[config.mk]
export PLATFORM = sky130hd
export DESIGN_NAME = drive_arbiter
export DESIGN_NICKNAME = d
export VERILOG_FILES = /design/src/rtl/smartcar_pkg.sv /design/src/rtl/pwm_gen.sv /design/src/rtl/drive_arbiter.sv
export SDC_FILE = /design/constraint.sdc
export NUM_CORES = 1
export LEC_CHECK = 0
export BUFFER_PORTS_ARGS = -buffer_cell sky130_fd_sc_hd__buf_2
export CORE_UTILIZATION = 55
export DETAILED_ROUTE_END_ITERATION = 8
export MAX_ROUTING_LAYER = met4
export PLACE_DENSITY = 0.75
export SLEW_MARGIN = 20
export SYNTH_ARGS = -nofsm -noshare
export SYNTH_HDL_FRONTEND = slang
export SYNTH_SLANG_ARGS = --single-unit
[constraint.sdc]
create_clock -name clk -period 4.4 [get_ports clk]
set_clock_uncertainty 0.15 [all_clocks]
set_input_delay 1.1 -clock clk [delete_from_list [all_inputs] [get_ports clk]]
set_output_delay 1.1 -clock clk [all_outputs]
set_load 0.005 [all_outputs]
[src/rtl/smartcar_pkg.sv]
// smartcar_pkg: shared types and constants for the motion controller.
//   state_t      - arbiter FSM states
//   dec_t        - line-tracing steering decision
//   drive_t      - one wheel-command/LED bundle
//   FWD/REV/STOP - wheel driver codes
//   LED_*        - one-hot direction LEDs {fwd, left, right, back}
//   AVOID_*      - avoid_req encodings
package smartcar_pkg;

    typedef enum logic [2:0] {
        ST_IDLE,
        ST_TRACE,
        ST_BRAKE,
        ST_REVERSE,
        ST_TURN
    } state_t;

    typedef enum logic [1:0] {
        DEC_FWD,
        DEC_LEFT,
        DEC_RIGHT
    } dec_t;

    localparam logic [1:0] FWD  = 2'b10;
    localparam logic [1:0] REV  = 2'b01;
    localparam logic [1:0] STOP = 2'b00;

    localparam logic [3:0] LED_OFF   = 4'b0000;
    localparam logic [3:0] LED_FWD   = 4'b1000;
    localparam logic [3:0] LED_LEFT  = 4'b0100;
    localparam logic [3:0] LED_RIGHT = 4'b0010;
    localparam logic [3:0] LED_BACK  = 4'b0001;

    localparam logic [1:0] AVOID_NONE    = 2'b00;
    localparam logic [1:0] AVOID_LEFT    = 2'b01;
    localparam logic [1:0] AVOID_RIGHT   = 2'b10;
    localparam logic [1:0] AVOID_BLOCKED = 2'b11;

    typedef struct packed {
        logic [1:0] wheel_1;
        logic [1:0] wheel_2;
        logic [3:0] led;
    } drive_t;

    localparam drive_t DRIVE_STOP = '{wheel_1: STOP, wheel_2: STOP, led: LED_OFF};

    function automatic int max2(input int a, input int b);
        return (a > b) ? a : b;
    endfunction

    // Steering for a non-zero {L,C,R} pattern; 000 is handled by the caller.
    function automatic dec_t path_decision(input logic [2:0] path);
        case (path)
            3'b100, 3'b110: return DEC_LEFT;
            3'b001, 3'b011: return DEC_RIGHT;
            default:        return DEC_FWD;
        endcase
    endfunction

    // Turning left stops the left wheel and drives the right one, and vice versa.
    function automatic drive_t decision_drive(input dec_t dec);
        case (dec)
            DEC_LEFT:  return '{wheel_1: STOP, wheel_2: FWD,  led: LED_LEFT};
            DEC_RIGHT: return '{wheel_1: FWD,  wheel_2: STOP, led: LED_RIGHT};
            default:   return '{wheel_1: FWD,  wheel_2: FWD,  led: LED_FWD};
        endcase
    endfunction

endpackage

[src/rtl/pwm_gen.sv]
// pwm_gen: single PWM generator shared by both wheels.
//   clk  - system clock
//   CR   - synchronous active-high reset
//   duty - requested high cycles per period
//   en   - output enable
//   pwm  - (pcnt < duty_act) && en
// A non-zero duty request is only taken at the end of a period so a
// running period is never cut short; a zero request stops output at once.
module pwm_gen #(
    parameter int PERIOD = 1000
) (
    input  logic                         clk,
    input  logic                         CR,
    input  logic [$clog2(PERIOD+1)-1:0]  duty,
    input  logic                         en,
    output logic                         pwm
);

    localparam int W = $clog2(PERIOD + 1);
    localparam logic [W-1:0] LAST = W'(PERIOD - 1);

    logic [W-1:0] pcnt;
    logic [W-1:0] duty_act;

    // NOTE: sequential state is assigned with <= so every flop updates from pre-edge values.
    always_ff @(posedge clk) begin
        if (CR) begin
            pcnt     <= '0;
            duty_act <= '0;
        end else begin
            pcnt <= (pcnt == LAST) ? '0 : pcnt + W'(1);
            if (duty == '0) begin
                duty_act <= '0;
            end else if (pcnt == LAST) begin
                duty_act <= duty;
            end
        end
    end

    assign pwm = en && (pcnt < duty_act);

endmodule

[src/rtl/drive_arbiter.sv]
// drive_arbiter: owns both wheel drivers and the direction LEDs, arbitrating
// between line tracing and a timed brake -> reverse -> turn avoidance manoeuvre.
//   clk            - system clock
//   CR             - synchronous active-high reset
//   en_tracing     - 1 = motion enabled; 0 forces IDLE on the next edge
//   speed_sel      - tracing speed, 1 = DUTY_FAST, 0 = DUTY_SLOW
//   path_dect      - {L,C,R} line sensors
//   avoid_req      - obstacle request (see AVOID_* in smartcar_pkg)
//   ctrl_wheel_1/2 - left/right wheel commands (10 fwd, 01 rev, 00 stop)
//   speed_wheel_1/2- per-wheel PWM, silenced while that wheel is stopped
//   led_direction  - one-hot {fwd, left, right, back}
//   busy           - high during BRAKE, REVERSE and TURN
// Output registers are loaded from the next-state decode, so ctrl/LED/busy
// line up cycle-for-cycle with the state register.
module drive_arbiter
    import smartcar_pkg::*;
#(
    parameter int PWM_PERIOD = 1000,
    parameter int DUTY_FAST  = 800,
    parameter int DUTY_SLOW  = 400,
    parameter int BRAKE_CYC  = 50_000,
    parameter int BACK_CYC   = 200_000,
    parameter int TURN_CYC   = 150_000,
    parameter int LOST_CYC   = 100_000
) (
    input  logic       clk,
    input  logic       CR,
    input  logic       en_tracing,
    input  logic       speed_sel,
    input  logic [2:0] path_dect,
    input  logic [1:0] avoid_req,
    output logic [1:0] ctrl_wheel_1,
    output logic [1:0] ctrl_wheel_2,
    output logic       speed_wheel_1,
    output logic       speed_wheel_2,
    output logic [3:0] led_direction,
    output logic       busy
);

    localparam int TMR_MAX = max2(max2(2 * BACK_CYC, LOST_CYC), max2(TURN_CYC, BRAKE_CYC));
    localparam int TMR_W   = $clog2(TMR_MAX + 1);
    localparam int LOST_W  = $clog2(LOST_CYC + 1);
    localparam int DUTY_W  = $clog2(PWM_PERIOD + 1);

    state_t              state_q, state_nxt;
    logic [TMR_W-1:0]    tmr_q;
    logic                turn_left_q;
    logic                dbl_q;
    logic [LOST_W-1:0]   lost_q, lost_nxt;
    dec_t                last_dec_q, last_dec_nxt;
    drive_t              trace_drv;
    drive_t              drv_nxt;
    logic                busy_nxt;
    logic [DUTY_W-1:0]   duty_nxt;
    logic                pwm;

    // State register.
    always_ff @(posedge clk) begin
        if (CR) begin
            state_q <= ST_IDLE;
        end else begin
            state_q <= state_nxt;
        end
    end

    // Next-state logic; dropping en_tracing wins over the timer and avoid_req.
    always_comb begin
        state_nxt = state_q;
        if (!en_tracing) begin
            state_nxt = ST_IDLE;
        end else begin
            case (state_q)
                ST_IDLE:    state_nxt = ST_TRACE;
                ST_TRACE:   if (avoid_req != AVOID_NONE) state_nxt = ST_BRAKE;
                ST_BRAKE:   if (tmr_q == '0) state_nxt = ST_REVERSE;
                ST_REVERSE: if (tmr_q == '0) state_nxt = ST_TURN;
                ST_TURN:    if (tmr_q == '0) state_nxt = ST_TRACE;
                default:    state_nxt = ST_IDLE;
            endcase
        end
    end

    // Line-tracing decision: a lost line keeps the last steering for
    // LOST_CYC cycles, then stops until a pattern comes back.
    // NOTE: every signal driven here gets a default first, so no latch is inferred.
    always_comb begin
        trace_drv    = DRIVE_STOP;
        lost_nxt     = lost_q;
        last_dec_nxt = last_dec_q;
        if (path_dect != 3'b000) begin
            last_dec_nxt = path_decision(path_dect);
            lost_nxt     = LOST_W'(LOST_CYC);
            trace_drv    = decision_drive(last_dec_nxt);
        end else if (lost_q != '0) begin
            lost_nxt  = lost_q - LOST_W'(1);
            trace_drv = decision_drive(last_dec_q);
        end
    end

    // Output decode from the state being entered.
    always_comb begin
        drv_nxt  = DRIVE_STOP;
        busy_nxt = 1'b0;
        duty_nxt = '0;
        case (state_nxt)
            ST_TRACE: begin
                drv_nxt  = trace_drv;
                duty_nxt = speed_sel ? DUTY_W'(DUTY_FAST) : DUTY_W'(DUTY_SLOW);
            end
            ST_BRAKE: begin
                busy_nxt = 1'b1;
            end
            ST_REVERSE: begin
                drv_nxt  = '{wheel_1: REV, wheel_2: REV, led: LED_BACK};
                busy_nxt = 1'b1;
                duty_nxt = DUTY_W'(DUTY_SLOW);
            end
            ST_TURN: begin
                drv_nxt  = decision_drive(turn_left_q ? DEC_LEFT : DEC_RIGHT);
                busy_nxt = 1'b1;
                duty_nxt = DUTY_W'(DUTY_SLOW);
            end
            default: ;
        endcase
    end

    // Shared timer: loaded on each state change, then counts down to 0.
    always_ff @(posedge clk) begin
        if (CR) begin
            tmr_q <= '0;
        end else if (state_nxt != state_q) begin
            case (state_nxt)
                ST_BRAKE:   tmr_q <= TMR_W'(BRAKE_CYC - 1);
                ST_REVERSE: tmr_q <= dbl_q ? TMR_W'(2 * BACK_CYC - 1) : TMR_W'(BACK_CYC - 1);
                ST_TURN:    tmr_q <= TMR_W'(TURN_CYC - 1);
                default:    tmr_q <= '0;
            endcase
        end else if (tmr_q != '0) begin
            tmr_q <= tmr_q - TMR_W'(1);
        end
    end

    // Manoeuvre parameters are captured once on BRAKE entry; later
    // avoid_req changes do not affect the running manoeuvre.
    always_ff @(posedge clk) begin
        if (CR) begin
            turn_left_q <= 1'b0;
            dbl_q       <= 1'b0;
        end else if (state_q == ST_TRACE && state_nxt == ST_BRAKE) begin
            turn_left_q <= (avoid_req == AVOID_LEFT);
            dbl_q       <= (avoid_req == AVOID_BLOCKED);
        end
    end

    // Lost-line tracking only advances while tracing.
    always_ff @(posedge clk) begin
        if (CR) begin
            lost_q     <= '0;
            last_dec_q <= DEC_FWD;
        end else if (state_nxt == ST_TRACE) begin
            lost_q     <= lost_nxt;
            last_dec_q <= last_dec_nxt;
        end
    end

    // Registered outputs.
    always_ff @(posedge clk) begin
        if (CR) begin
            ctrl_wheel_1  <= STOP;
            ctrl_wheel_2  <= STOP;
            led_direction <= LED_OFF;
            busy          <= 1'b0;
        end else begin
            ctrl_wheel_1  <= drv_nxt.wheel_1;
            ctrl_wheel_2  <= drv_nxt.wheel_2;
            led_direction <= drv_nxt.led;
            busy          <= busy_nxt;
        end
    end

    // The duty request goes straight from the decode so duty_act and the
    // wheel commands change on the same edge.
    pwm_gen #(
        .PERIOD (PWM_PERIOD)
    ) u_pwm_gen (
        .clk  (clk),
        .CR   (CR),
        .duty (duty_nxt),
        .en   (state_q != ST_IDLE),
        .pwm  (pwm)
    );

    assign speed_wheel_1 = pwm && (ctrl_wheel_1 != STOP);
    assign speed_wheel_2 = pwm && (ctrl_wheel_2 != STOP);

endmodule

==> run metrics, run 1 <==
area growth from synthesis to layout 6.97%; Least-Margin Pin Slew 927 ps; Slew Viols, Final 0; Cell Pwr Density 536 nW/um^2; routed vias/inst 6.11; count leader, synth dfxtp_1; Max Buffers Root-to-Sink 2; postcts setup bufs 0; Vias between 3000 and 4000; DRT iter0 DRCs 199; Hold Violations, Final 0; TritonCTS clock tree yes; Mapped Nets roughly 470; clock sinks 63; critical path's most frequent cell a21o_1; hold_sp u_pwm_gen.pcnt[0]$_SDFF_PP0_; clock share of power ~25%; Remaining Overflow, GRT 0; RSZ-0062 raised after global routing false; share of layout cells above drive strength 1 around 14%; vias in the first global route roughly 3100; final period utilization between 70% and 80%; worst hold path type flip-flop to flip-flop; gp weighted congestion 0.835; headroom to the max-slew limit a little under two fifths; min setup slack post-route 937 ps; outcome finished with violations; required time of the critical path 3150 ps; CP peak stage delay 410 ps; Worst setup EP type output port; FILL cells 572; setup_tns 0 ps; CP cell instances ha_1, a211o_1, a21o_1, a21o_1, a221o_1, nor2_1, buf_2; Die Height 84.2 microns; CP Data Arrival Time 2210 ps; Yosys top cell area share between 30 and 40%; Crit Path Class flip-flop to output port; R2R Setup Slk 1400 ps; worst r2r src tmr_q[0]$_SDFFE_PP0P_; Combinational Power Share 41.2%; Total GRT Usage approximately 25%; startpoint types flip-flop; Hold Path End u_pwm_gen.pcnt[0]$_SDFF_PP0_; Skew-Pair Late Insertion Delay 360 ps; drt pass-1 iters 7; peak supply drop 0.281 mV; Final setup violation count 0; TritonCTS Buffers 9; DR WL/cell 15.2 microns; sequential element share of the synthesized area 34.0%; Fmax 0.289 GHz; largest net degree at the start of global routing 52; H-tree depth 3; pre-CTS setup slack 1160 ps; Crit Path Max Fanout 5; Initial Utilization 57.8%; Pint 1.26 mW; nets between 400 and 500; Synth Register Bits 63; full die area 7090 sq um; most area-consuming cells after synthesis dfxtp_1, a21oi_1, nor2_1; Avg Inst Size Synth approximately 8.3 sq um; top_reg_cell synth dfxtp_1; EDFF count, synth 0; PostCTS Resize Cnt 0; Synth Warn # 0; core area 6420 sq um; worst reg2reg endpoint lost_q[11]$_SDFFE_PP0P_; I/O Buffers 19; mapped cell area about 3700 sq um; Post-Route WL roughly 8.2 mm; Flop pwr share 34.3%; R2R cell count 8; CTS clock-pin slew for the worst setup and hold paths around 80 ps; leakage around 1.5 nW; Cell Rows 29; HPWL after DPL 5.71 mm; MaxCap Viol Count 0; first-pass GRT wire length about 14 mm; Synth top cells by count dfxtp_1, nor2_1, a21oi_1, nand2_1, nor3_1; ys async rst share 0%; Yosys top cell by area dfxtp_1; antenna violations before repair 0; failing checks DRC; WHS Path Cells 1; Post-Synthesis Cells around 450; sw power 867 uW; Die Width 84.2 microns; Final min period 3460 ps; Crit-path slowest cell dfxtp_1; Distinct cells, synth 72; CTS root buffer clkbuf_8; post-route ant nets 0; Hold Buf Count CTS 0; DRC Markers 4; # diodes 0; boundary pin count 20; switching share of power approximately two fifths
-- layer usage --
layer | up-vias | part of all wire, % | track usage (%)
li1 | 1660 | - | -
met1 | 1538 | 47 | 30.8
met2 | 78 | 47 | 40.9
met3 | 13 | 4.4 | 5.51
met4 | 0 | 1.6 | 9.56
met5 | - | 0 | -
-- cell type report --
class	count	area [sq um]	share of cell area (%)
clock inverter	6	68.8	1.73
tap	77	96.3	2.42
inverter	17	63.8	1.61
multi-input combinational	343	2230	56.1
clock buffer	10	138	3.46
sequential	63	1260	31.7
timing repair buffer	22	118	2.96
-- registers in the layout, summed over array words and instances (netlist names) --
signal / count
tmr_q: 19
lost_q: 17
u_pwm_gen.pcnt: 10
led_direction: 3
state_q: 3
u_pwm_gen.duty_act: 3
ctrl_wheel_1: 2
last_dec_q: 2
busy: 1
ctrl_wheel_2: 1
dbl_q: 1
turn_left_q: 1
-- power by group through the flow --
stage	sequential, mW	combinational, mW	clock, mW
finish	0.729	0.877	0.523
global route	0.739	0.982	0.558
CTS	0.728	0.874	0.534
detailed placement	0.740	0.864	0
global placement	0.737	0.847	0
floorplan	0.721	0.738	0
-- cell families after synthesis --
family / synth area share, %
AND/OR/NAND/NOR: 27.7
multiplexers: 0.269
XOR/XNOR: 5.19
buffers and inverters: 6.06
adder cells (fa/ha/maj): 4.72
AO/OA/AOI/OAI: 22.1
flip-flops: 34.0
-- how the worst max path moves through the flow --
stage	start	end	slack (ps)	cells past startpoint
global placement	avoid_req[1]	lost_q[14]$_SDFFE_PP0P_	1250	7
detailed placement	avoid_req[1]	lost_q[11]$_SDFFE_PP0P_	1160	7
finish	u_pwm_gen.pcnt[5]$_SDFF_PP0_	speed_wheel_1	940	7
global route	u_pwm_gen.pcnt[5]$_SDFF_PP0_	speed_wheel_1	800	7
CTS	u_pwm_gen.pcnt[5]$_SDFF_PP0_	speed_wheel_1	900	7
floorplan	u_pwm_gen.duty_act[5]$_SDFFE_PP0P_	speed_wheel_1	1490	7
-- through the flow --
stage	area (sq um)	instances	hold WS (ps)	utilization, %	power [mW]
after global routing	3970	538	332	61.9	2.28
after detailed placement	3770	522	290	58.7	1.60
after CTS	3970	538	300	61.9	2.14
after floorplan	3710	446	263	-	1.46
final	3970	538	296	61.9	2.13
after global placement	3770	522	278	58.7	1.58
-- cells in the final DEF, fill, tap and decap left out, drive strengths merged, types with 5 or more instances in the layout --
cell / n
a211oi: 5
a21oi: 37
a311oi: 5
a31oi: 11
buf: 22
clkbuf: 10
dfxtp: 63
ha: 14
inv: 18
nand2: 38
nand3: 20
nand4: 5
nor2: 48
nor2b: 5
nor3: 22
nor4: 12
o21ai: 19
o31ai: 10
or3: 9
xnor2: 11
xor2: 11
-- worst max-delay path, delay by kind of cell (launching register included) --
kind / cells / cell delay [ps]
compound gates: 4 / 980
fa+ha+maj: 1 / 260
buf+inv: 1 / 120
flops: 1 / 410
simple gates: 1 / 110
(Power assumes the default switching activity.)
==> inputs of run 2 (changes only) <==
Settings changed: ABC_AREA set to 1, PLACE_DENSITY 0.75 to 0.78.
Clock period 4.4 ns to 3 ns, I/O delays scaled along.
==> run metrics, run 2 <==
first-pass GRT wire length 13.8 mm (-1.2%); mapped cell area 3670 sq um (-1.2%); WHS 311 ps (+15.7 ps); Final setup violation count 0 (unchanged); boundary pin count 20 (unchanged); FF+latch area 1260 sq um (unchanged); Cell Pwr Density 1010 nW/um^2 (+89%); TritonCTS Buffers 9 (unchanged); core area 6390 sq um (-0.57%); Least-Margin Pin Slew 530 ps (-397 ps); Synth top cells by count nand2_1, nor2_1, dfxtp_1; Slew Viols, Final 0 (unchanged); gp weighted congestion 0.891 (+6.7%); CTS root buffer clkbuf_8; Skew-Pair Late Insertion Delay 350 ps (about the same); number of flip-flops in the largest register 19 (unchanged); FILL cells 557 (-2.6%); Avg Inst Size Synth 7.31 sq um (-12%); # diodes 0 (unchanged); Die Width 83.7 microns (-0.58%); Synth Warn # 0 (unchanged); Vias 3370 (+2.5%); Final Util 63.5% (+1.6 points); Total GRT Usage 25.2% (-0.097 points); Remaining Overflow, GRT 0 (unchanged); most area-consuming cells after synthesis dfxtp_1, nand2_1, nor2_1; share of layout cells above drive strength 1 15.2% (+1.3 points); CP Data Arrival Time 1820 ps (-390 ps); HPWL after DPL 5.88 mm (+3.0%); routed vias/inst 5.57 (-8.9%); Synth Register Bits 63 (unchanged); clock sinks 63 (unchanged); top flop regs tmr_q (19), lost_q (17), u_pwm_gen.pcnt (10); DR WL/cell 13.2 microns (-13%); RSZ-0062 raised after global routing false; Yosys top cell by area dfxtp_1; Worst setup EP type output port; most frequent cells in the layout nand2_1, nor2_1, dfxtp_1; drt pass-1 iters 5 (-2); required time of the critical path 2100 ps (-1050 ps); largest net degree at the start of global routing 24 (-54%); DRT iter0 DRCs 140 (-30%); leakage 1.77 nW (+17%); setup_tns 0 ps (unchanged); count leader, synth nand2_1; post-route ant nets 0 (unchanged); Die Height 83.7 microns (-0.58%); outcome finished, final reports clean; commonest non-fill, non-tap cell in the layout nand2_1; TritonCTS clock tree yes; peak supply drop 0.885 mV (+210%); EDFF count, synth 0 (unchanged); Multi-input gate area 2110 sq um (-5.1%); Reg with most FFs tmr_q; sequential element share of the synthesized area 34.4% (+0.41 points); top_reg_cell synth dfxtp_1; Yosys top cell area share 34.4% (+0.41 points); H-tree depth 3 (unchanged); Cell Rows 29 (unchanged); antenna violations before repair 0 (unchanged); Hold Violations, Final 0 (unchanged); CTS clock-pin slew for the worst setup and hold paths 70 ps (about the same); nets 546 (+14%); Crit Path Class flip-flop to output port; Final min period 2720 ps; final period utilization 90.7%; startpoint types flip-flop; full die area 7010 sq um (-1.1%); Distinct cells, synth 46 (-36%); Initial Utilization 57.5% (-0.36 points); worst hold path type flip-flop to flip-flop; headroom to the max-slew limit 64.3% (+27 points); area growth from synthesis to layout 10.5%; Post-Route WL 8.00 mm (-2.2%); DRC Markers 0 (-4); MaxCap Viol Count 0 (unchanged); Hold Buf Count CTS 0 (unchanged); vias in the first global route 3145 (+1.6%); Fmax 0.368 GHz; I/O Buffers 19 (unchanged); ys async rst share 0% (unchanged); Crit Path Max Fanout 2 (-3); Max Buffers Root-to-Sink 2 (unchanged); Post-Synthesis Cells 502 (+13%); Mapped Nets 525 (+12%)
## run 2: cell count changes after synthesis, sizes merged, moves of 9 or more
cell   change
a21oi     +12
nor2      +30
a31oi     -11
nand3     +11
inv       +36
o31ai      -9
or3        -9
nand4      +9
nor3      -10
nand2     +59
## run 2: stage by stage
| step | cell area (sq um) | instances | power, mW | worst slack (ps) |
|---|---|---|---|---|
| after floorplan | 3670 | 502 | 2.77 | 830 |
| after global placement | 3790 | 589 | 3.07 | 352 |
| after detailed placement | 3790 | 589 | 3.11 | 272 |
| after CTS | 4050 | 605 | 4.10 | 259 |
| after global routing | 4060 | 605 | 4.41 | 100 |
| final | 4060 | 605 | 4.11 | 280 |
## run 2: worst max-delay path, stage by stage, from the launching register on
cell and delay, ps:
dfxtp_1 330, inv_1 70, ha_1 300, o21ai_0 70, nand2_1 60, a21oi_1 130
nor2_1 60, o21ai_0 140, nand2_1 90, nor2_1 90, buf_2 120
## run 2: cell families (layout without fill, tap and decap cells)
| group | Yosys count | count (layout) | synth area share, % |
|---|---|---|---|
| and+or+nand+nor | 249 | 249 | 33.7 |
| AOI/OAI and AO/OA | 86 | 86 | 13.3 |
| buffers and inverters | 66 | 92 | 8.11 |
| DFF | 63 | 63 | 34.4 |
| xor gates and xnor gates | 24 | 24 | 5.73 |
| adders and majority gates | 14 | 14 | 4.77 |
## run 2: final cells by class
cell class              instances  area share (%)
repair buffers                 22            2.90
clock inverters                 6            3.27
multi-input cells             373            52.1
well taps                      77            2.38
flip-flops and latches         63            31.1
inverters                      54            5.09
clock buffers                  10            3.15
## run 2: worst paths after layout
| check | slack (ps) | to | startpoint | cells past startpoint |
|---|---|---|---|---|
| min | 310 | u_pwm_gen.pcnt[0]$_SDFF_PP0_ | u_pwm_gen.pcnt[0]$_SDFF_PP0_ | 1 |
| min reg2reg | 310 | u_pwm_gen.pcnt[0]$_SDFF_PP0_ | u_pwm_gen.pcnt[0]$_SDFF_PP0_ | 1 |
| max reg2reg | 340 | tmr_q[5]$_SDFFE_PP0P_ | tmr_q[0]$_SDFFE_PP0P_ | 14 |
| max | 280 | speed_wheel_2 | u_pwm_gen.duty_act[5]$_SDFFE_PP0P_ | 10 |
## run 2: what timing repair did
item	in CTS	in global routing
setup endpoints to repair	0	11
setup buffers	0	0
resized for setup	0	1
## run 2: metal layers
metal / up-vias / GRT usage, % / part of all wire, %
met3: 23 / 5.14 / 4.4
met2: 99 / 40.1 / 48
met5: - / - / 0
met1: 1552 / 30.3 / 45
li1: 1696 / - / -
met4: 0 / 12.5 / 2.6
## run 2: power by group
group | internal (mW) | total [mW] | switching [mW]
sequential | 1.01 | 1.17 | 0.164
combinational | 0.720 | 1.97 | 1.25
clock | 0.635 | 0.972 | 0.337
total | 2.36 | 4.11 | 1.75
